$ cat src/rtl/dec38_pulse.sv
// dec38_pulse: sequential 3-to-8 decoder.
// Buffers 3-bit codes in a small FIFO and replays each one as a registered
// one-hot strobe held for a programmable number of enabled cycles.
// Consecutive strobes are separated by exactly one all-zero cycle.
module dec38_pulse #(
    parameter int DEPTH  = 4,
    parameter int HOLD_W = 4,
    localparam int AW    = $clog2(DEPTH),
    localparam int CW    = $clog2(DEPTH) + 1
) (
    input  logic              clk,
    input  logic              rst_n,
    input  logic              en,
    input  logic [2:0]        din,
    input  logic              din_valid,
    output logic              din_ready,
    input  logic [HOLD_W-1:0] hold,
    output logic [7:0]        dout,
    output logic              dout_valid,
    output logic              busy,
    output logic [CW-1:0]     count
);

    typedef enum logic [1:0] {
        IDLE,
        ACTIVE,
        GAP
    } state_t;

    state_t            state_q, state_d;
    logic [HOLD_W-1:0] cnt_q, cnt_d;
    logic [7:0]        dout_q, dout_d;
    logic              dout_valid_q, dout_valid_d;
    logic [AW-1:0]     wr_ptr_q, wr_ptr_d;
    logic [AW-1:0]     rd_ptr_q, rd_ptr_d;
    logic [CW-1:0]     count_q, count_d;
    logic [2:0]        fifo_mem [DEPTH];
    logic [2:0]        head;
    logic              push;
    logic              pop;

    assign din_ready  = (count_q != CW'(DEPTH));
    assign push       = din_valid && din_ready;
    assign head       = fifo_mem[rd_ptr_q];
    assign count      = count_q;
    assign busy       = (state_q != IDLE) || (count_q != '0);
    // The strobe is masked while paused, without disturbing the registered value.
    assign dout       = en ? dout_q : 8'h00;
    assign dout_valid = en && dout_valid_q;

    // Strobe sequencing: pop a code from IDLE or GAP, hold it for the sampled length.
    always_comb begin
        state_d      = state_q;
        cnt_d        = cnt_q;
        dout_d       = dout_q;
        dout_valid_d = dout_valid_q;
        pop          = 1'b0;
        case (state_q)
            IDLE, GAP: begin
                if (en && (count_q != '0)) begin
                    pop          = 1'b1;
                    dout_d       = 8'd1 << head;
                    dout_valid_d = 1'b1;
                    cnt_d        = (hold == '0) ? '0 : hold - HOLD_W'(1);
                    state_d      = ACTIVE;
                end else begin
                    dout_d       = 8'h00;
                    dout_valid_d = 1'b0;
                    state_d      = IDLE;
                end
            end
            ACTIVE: begin
                if (en) begin
                    if (cnt_q == '0) begin
                        dout_d       = 8'h00;
                        dout_valid_d = 1'b0;
                        state_d      = GAP;
                    end else begin
                        cnt_d = cnt_q - HOLD_W'(1);
                    end
                end
            end
            default: begin
                dout_d       = 8'h00;
                dout_valid_d = 1'b0;
                state_d      = IDLE;
            end
        endcase
    end

    // FIFO bookkeeping; pointers wrap naturally because DEPTH is a power of two.
    always_comb begin
        wr_ptr_d = push ? wr_ptr_q + AW'(1) : wr_ptr_q;
        rd_ptr_d = pop  ? rd_ptr_q + AW'(1) : rd_ptr_q;
        count_d  = count_q + CW'(push) - CW'(pop);
    end

    // FIFO storage needs no reset: occupancy alone decides what is live.
    always_ff @(posedge clk) begin
        if (push) begin
            fifo_mem[wr_ptr_q] <= din;
        end
    end

    // State, hold counter, registered strobe and FIFO pointers.
    always_ff @(posedge clk or negedge rst_n) begin
        if (!rst_n) begin
            state_q      <= IDLE;
            cnt_q        <= '0;
            dout_q       <= 8'h00;
            dout_valid_q <= 1'b0;
            wr_ptr_q     <= '0;
            rd_ptr_q     <= '0;
            count_q      <= '0;
        end else begin
            state_q      <= state_d;
            cnt_q        <= cnt_d;
            dout_q       <= dout_d;
            dout_valid_q <= dout_valid_d;
            wr_ptr_q     <= wr_ptr_d;
            rd_ptr_q     <= rd_ptr_d;
            count_q      <= count_d;
        end
    end

endmodule

$ cat config.mk
export PLATFORM = sky130hd
export DESIGN_NAME = dec38_pulse
export DESIGN_NICKNAME = d
export VERILOG_FILES = /design/src/rtl/dec38_pulse.sv
export SDC_FILE = /design/constraint.sdc
export NUM_CORES = 1
export LEC_CHECK = 0
export CORE_MARGIN = 5
export CORE_UTILIZATION = 50
export DETAILED_ROUTE_END_ITERATION = 10
export GPL_ROUTABILITY_DRIVEN = 0
export PLACE_DENSITY = 0.74
export SYNTH_ARGS = -nofsm -noshare
export SYNTH_HDL_FRONTEND = slang
export SYNTH_SLANG_ARGS = --single-unit
$ cat constraint.sdc
create_clock -name clk -period 3.7 [get_ports clk]
set_input_delay 0.74 -clock clk [delete_from_list [all_inputs] [get_ports clk]]
set_output_delay 0.74 -clock clk [all_outputs]
set_load 0.02 [all_outputs]
# == Word-level counts from Yosys, hierarchy flattened ==
# Memories as Yosys holds them, arrays and structs flattened.
# Cells that the tools add are included.
# word_totals
regBits,22
ram_bits,12
latchBits,0
in_bits,11
romBits,0
memories,1
wordCells,56
output_inout_bits,14
# classes
mul,0
reduce_logical,13
n_bitwise,0
n_shift,1
order_cmp,0
mux,21
n_div,0
add_sub_neg,6
eq_ne,7
# memory_table
memory,depth,width,read_ports,rd_clocked_by_memory_dff,write_ports,line_no,text
fifo_mem,4,3,1,0,1,37,logic [2:0] fifo_mem [DEPTH];
# ops
operator,count
$mux W8,4
$mux W4,4
$pmux W8 S2,1
$logic_not A4 Y1,2
$ne A2 B2 Y1 const B,4
$pmux W4 S2,1
$shl A1 B3 Y8 const A,1
$sub A4 B1 Y4 const B,2
$mux W1,7
$add A2 B1 Y2 const B,2
$mux W2,2
$pmux W2 S2,1
$reduce_and A4 Y1,1
$reduce_bool A2 Y1,2
$add A3 B1 Y3,1
$logic_and A1 B1 Y1,3
$ne A3 B3 Y1 const B,1
$reduce_bool A3 Y1,1
$sub A3 B1 Y3,1
$eq A2 B1 Y1 const B,1
$eq A2 B2 Y1 const B,1
$logic_not A2 Y1,1
$pmux W1 S2,1
$reduce_and A2 Y1,1
other kinds (2),2

# == Logic depth before layout (Yosys ltp) ==
# depth
depth_word,5
depth_mapped,10
depth_no_buf,10

# == Worst setup path after synthesis ==
# OpenSTA, ideal clock, no wires.
# synth_path
path_kind,register -> register
start,"register count_q[2], in the netlist count[2]"
end,"register count_q[2], in the netlist count[2]"
required_ns,3.569
path_buffers,0
slack_ns,1.337
stages_incl_launch_ff,9
setup_ns,0.131
arrival_ns,2.232
period_less_slack_ns,2.363
cell_sequence,dfrtp_1 -> nor3_2 -> nor2_1 -> ha_1 -> inv_1 -> ha_1 -> fa_1 -> xor2_1 -> xnor2_1
# synth_between
elab_chain_len,5
word_cells_on_any_way,8
classes_between,add/sub (2); eq/ne (1); mux (2); reduce/logical (3)
# synth_lines
element,line_no,text
"start, declared",36,"logic [CW-1:0] count_q, count_d;"
"start signal, assigned",122,count_q <= count_d;
branches (longest 4 deep; another with $add A3 B1 Y3),--,
$sub A3 B1 Y3 (*),95,count_d = count_q + CW'(push) - CW'(pop);
net count_d[2],36,
# Mark *: on every way through the listed nets, which the timed path passes.
# A chain may end at the register's enable or synchronous reset.

# == Worst setup path after layout ==
# layout_path
start,input port en
end,output port dout[3]
# layout_between
elab_chain_len,1
# layout_lines
element,line_no,text
"start, declared",13,"input logic en,"
$mux W8,48,assign dout = en ? dout_q : 8'h00;
"end, declared",18,"output logic [7:0] dout,"
# No other way between the ends.

==> results <==
- The clock sink total is 33.
- The number of diodes is 0.
- The share of post-route cells with drive strength above 1 is approximately a tenth.
- The clock arrives with 0.0117 ns of skew.
- The first global-routing pass estimated around 5 mm of wire.
- The I/O pin count is 25.
- The flow ran to the end, and the final reports show no timing, DRC or antenna violations.
- In this run the static leakage power is approximately 0.83 nW.
- The count of synthesis-stage warnings from yosys is 0.
- For the pin with the worst max-slew slack, the measured transition is between 0.9 and 1 ns.
- Setup total negative slack on the finished layout was measured at 0 ns.
- The setup slack of the critical path after layout is between 0.7 and 0.8 ns.
- sky130_fd_sc_hd__dfrtp_1 takes more of the synthesized area than any other cell.
- The number of post-CTS setup repair buffers is 0.
- The capturing element type of the critical path is an output pin.
- In this run the remaining antenna-violating nets after routing total 0.
- The top-area cell type share of the netlist area is 32.3%.
- The distinct cell type count of the synthesized netlist is 38.
- Summing over every cut layer, the via total after detailed routing is between 1000 and 1500.
- The arrival time at the worst endpoint is between 2 and 2.5 ns.
- The maximum number of pins on one net before global-route repair is 22.
- The sequential share of the synthesized area is 54.5%.
- In this run the worst path has a maximum fanout of 12.
- The maximum root-to-sink buffer count is 2.
- The floorplan step defined a die boundary enclosing ~0.0045 mm².
- After clock tree synthesis, the clock-pin slew on the worst setup and hold paths is ~0.10 ns.
- The post-layout total power is 1.54 mW.
- The number of slew-limit violations in the final report is 0.
- The number of rows in the core area is 20.
- The placeable core region is a little over 0.003 mm².
- The final routed wirelength across all metal layers is approximately 2.8 mm.
- sky130_fd_sc_hd__dfrtp_1 is the most common cell in the netlist.
- The estimated wirelength of the detail-placed design is around 2.1 mm.
- The number of antenna violations at the first check in global routing is 0.
- The worst hold path begins at dout_q[6]$_DFFE_PN0P_.
- CTS placed an instance of sky130_fd_sc_hd__clkbuf_4 at the clock tree root.
- The number of nets handed over by synthesis was around 150.
- TritonCTS built the clock tree.
- Before antenna repair, the detailed router went through 4 iterations.
- Dividing total power by cell area gives a power density of a little under 800 mW/mm².
- After technology mapping, the gate count stands at between 100 and 150.
- The DRC violation total after the first TritonRoute iteration is 54.
- The number of buffers inserted during clock tree synthesis is 5.
- The critical path in this run is classified as input port to output pin.
- Synthesis inferred 33 register bits.
- The final setup violation count is 0.
- For this run, the top clock speed supported by timing is between 300 and 400 MHz.
- The routed wire length per instance is 13.6 µm.
- For this run, design rule violations remaining after detail routing come to 0.
- The number of maximum-capacitance violations is 0.
- At the placement stage, the worst setup path has a slack of approximately 0.51 ns.
- Counting flops with an async set or reset pin after synthesis yields a share of a little under two thirds.
- The time the worst path needs with I/O delays and setup is approximately 3 ns.
- At the worst endpoint, the required time is ~3 ns.
- The horizontal die dimension is approximately 67 µm.
- In this run, post-CTS hold repair placed 0 buffers.
- The launching element type of the critical path is an input port.
- In this run the vertical extent of the chip is about 67 µm.
- In this run the mean area of a mapped cell was 12.1 µm².
- The post-route fraction of the period consumed by the critical path is between 80 and 90%.
- The layout overhead on the synthesized area is 21.5%.
- In this run the worst setup path begins at en.
- The number of gates resized after CTS is 0.
- The clock latency at the later pin of the worst-skew pair is roughly 0.33 ns.
- By area the synthesized netlist is led by sky130_fd_sc_hd__dfrtp_1, sky130_fd_sc_hd__edfxtp_1, sky130_fd_sc_hd__ha_1.
- The number of endpoints with negative hold slack in the final report is 0.
- Port buffering added 24 buffers.
- Setup repair after global routing left no endpoint under its margin.
- In this run the cell area of the synthesized design comes to ~0.0016 mm².
- The starting density of the core is 52.8%.
- In the global route stage, overall resource usage came out at between 10% and 20%.
- The worst relative slew slack is between 30 and 40%.
- The remaining global-route overflow is 0.
- The number of global-route vias before repair is around 1100.
- Using the TritonRoute via totals, the vias-per-cell ratio works out to around 5.2.
- The worst-case IR drop observed on VDD is about 0.55 mV.
- After the last flow step, the layout net total stands at 181.
- The post-place instance area is approximately 0.0019 mm².
- The worst hold path class is flip-flop to flip-flop.
- The synthesized design contains 12 enable-type register cells.
- The most used flip-flop cell after synthesis is sky130_fd_sc_hd__dfrtp_1.
- The launch instance of the worst register-to-register path is count[1]$_DFF_PN0_.
- The H-tree generated during clock tree synthesis spans 2 levels.
- The design area is just under 0.002 mm².
- By count the netlist is led by sky130_fd_sc_hd__dfrtp_1, sky130_fd_sc_hd__edfxtp_1, sky130_fd_sc_hd__inv_1.
-- routing by layer --
metal  track usage (%)  wire, µm  up-vias  share of wire (%)
met5                 0         0        -                  0
met4              5.82        56        0                2.0
met3              5.90       203        9                7.2
met2              25.3      1440       30                 51
met1              17.0      1120      521                 40
li1                  -         -      526                  -
-- report_power, final --
part / internal, mW / leakage [nW] / switching [mW]
Sequential: 0.508 / 0.373 / 0.103
Clock: 0.141 / 0.0399 / 0.117
Combinational: 0.309 / 0.416 / 0.362
-- worst paths after layout --
check,endpoint,slack (ns),cells past startpoint
max in group asynchronous,wr_ptr_q[0]$_DFFE_PN0P_,2.23,1
setup / recovery,dout[3],0.73,3
hold reg to reg,dout_q[6]$_DFFE_PN0P_,0.49,2
setup reg to reg,count[2]$_DFF_PN0_,1.07,8
hold / removal,dout_q[6]$_DFFE_PN0P_,0.49,2
min in group asynchronous,dout_q[4]$_DFFE_PN0P_,0.91,1
-- layout make-up --
class | instances | area [µm²]
fill | 285 | 1100
sequential | 33 | 886
multi-input combinational | 86 | 676
timing repair buffer | 24 | 240
tap | 44 | 55.1
inverter | 12 | 45.0
clock buffer | 6 | 41.3
clock inverter | 2 | 33.8
-- logic make-up (layout without fill, tap and decap cells) --
group | count (synthesis) | count (layout) | share of synthesized area [%]
flip-flops | 33 | 33 | 54.5
multiplexers | 4 | 4 | 4.85
adder cells (fa/ha/maj) | 8 | 8 | 6.62
buffers and inverters | 15 | 44 | 4.00
XOR/XNOR | 5 | 5 | 2.69
AO/OA/AOI/OAI | 22 | 22 | 11.2
AND/OR/NAND/NOR | 47 | 47 | 16.2
-- cell usage in the layout, fill, tap and decap left out, drive strengths merged --
master and n:
o21ai 2, o31ai 3, or3 1, xnor2 3, bufinv 1, nor3b 1
nand2 11, edfxtp 12, nor3 4, nor2 8, nand3 2, a32o 4
and2 10, nor2b 1, nand2b 4, a31oi 1, a22o 1, mux2 1
o22ai 1, clkbuf 6, o211a 1, clkdlybuf4s50 24, o32ai 1, a21oi 6
xor2 2, o211ai 1, ha 7, mux4 3, dfrtp 21, inv 12
and3 4, clkinv 1, a31o 1, or2 1, fa 1
-- per-stage QoR --
stage	std cells	utilization, %	hold WS [ns]
3_3_place_gp	199	61.8	0.459
3_5_place_dp	199	61.8	0.471
4_1_cts	207	64.2	0.495
2_1_floorplan	134	-	0.441
6_report	207	64.2	0.488
5_1_grt	207	64.2	0.514
-- worst max-delay path, cell delays in order --
cell and delay [ns]:
sky130_fd_sc_hd__clkdlybuf4s50_1 0.69, sky130_fd_sc_hd__and2_1 0.19, sky130_fd_sc_hd__clkdlybuf4s50_1 0.60
-- sequential cells by signal (all words and copies together), names as in the netlist --
| name | count |
|---|---|
| dout_q | 8 |
| rd_ptr_q | 2 |
| cnt_q | 4 |
| count | 3 |
| dout_valid_q | 1 |
| fifo_mem | 12 |
| state_q | 1 |
| wr_ptr_q | 2 |
(Power assumes the default switching activity.)
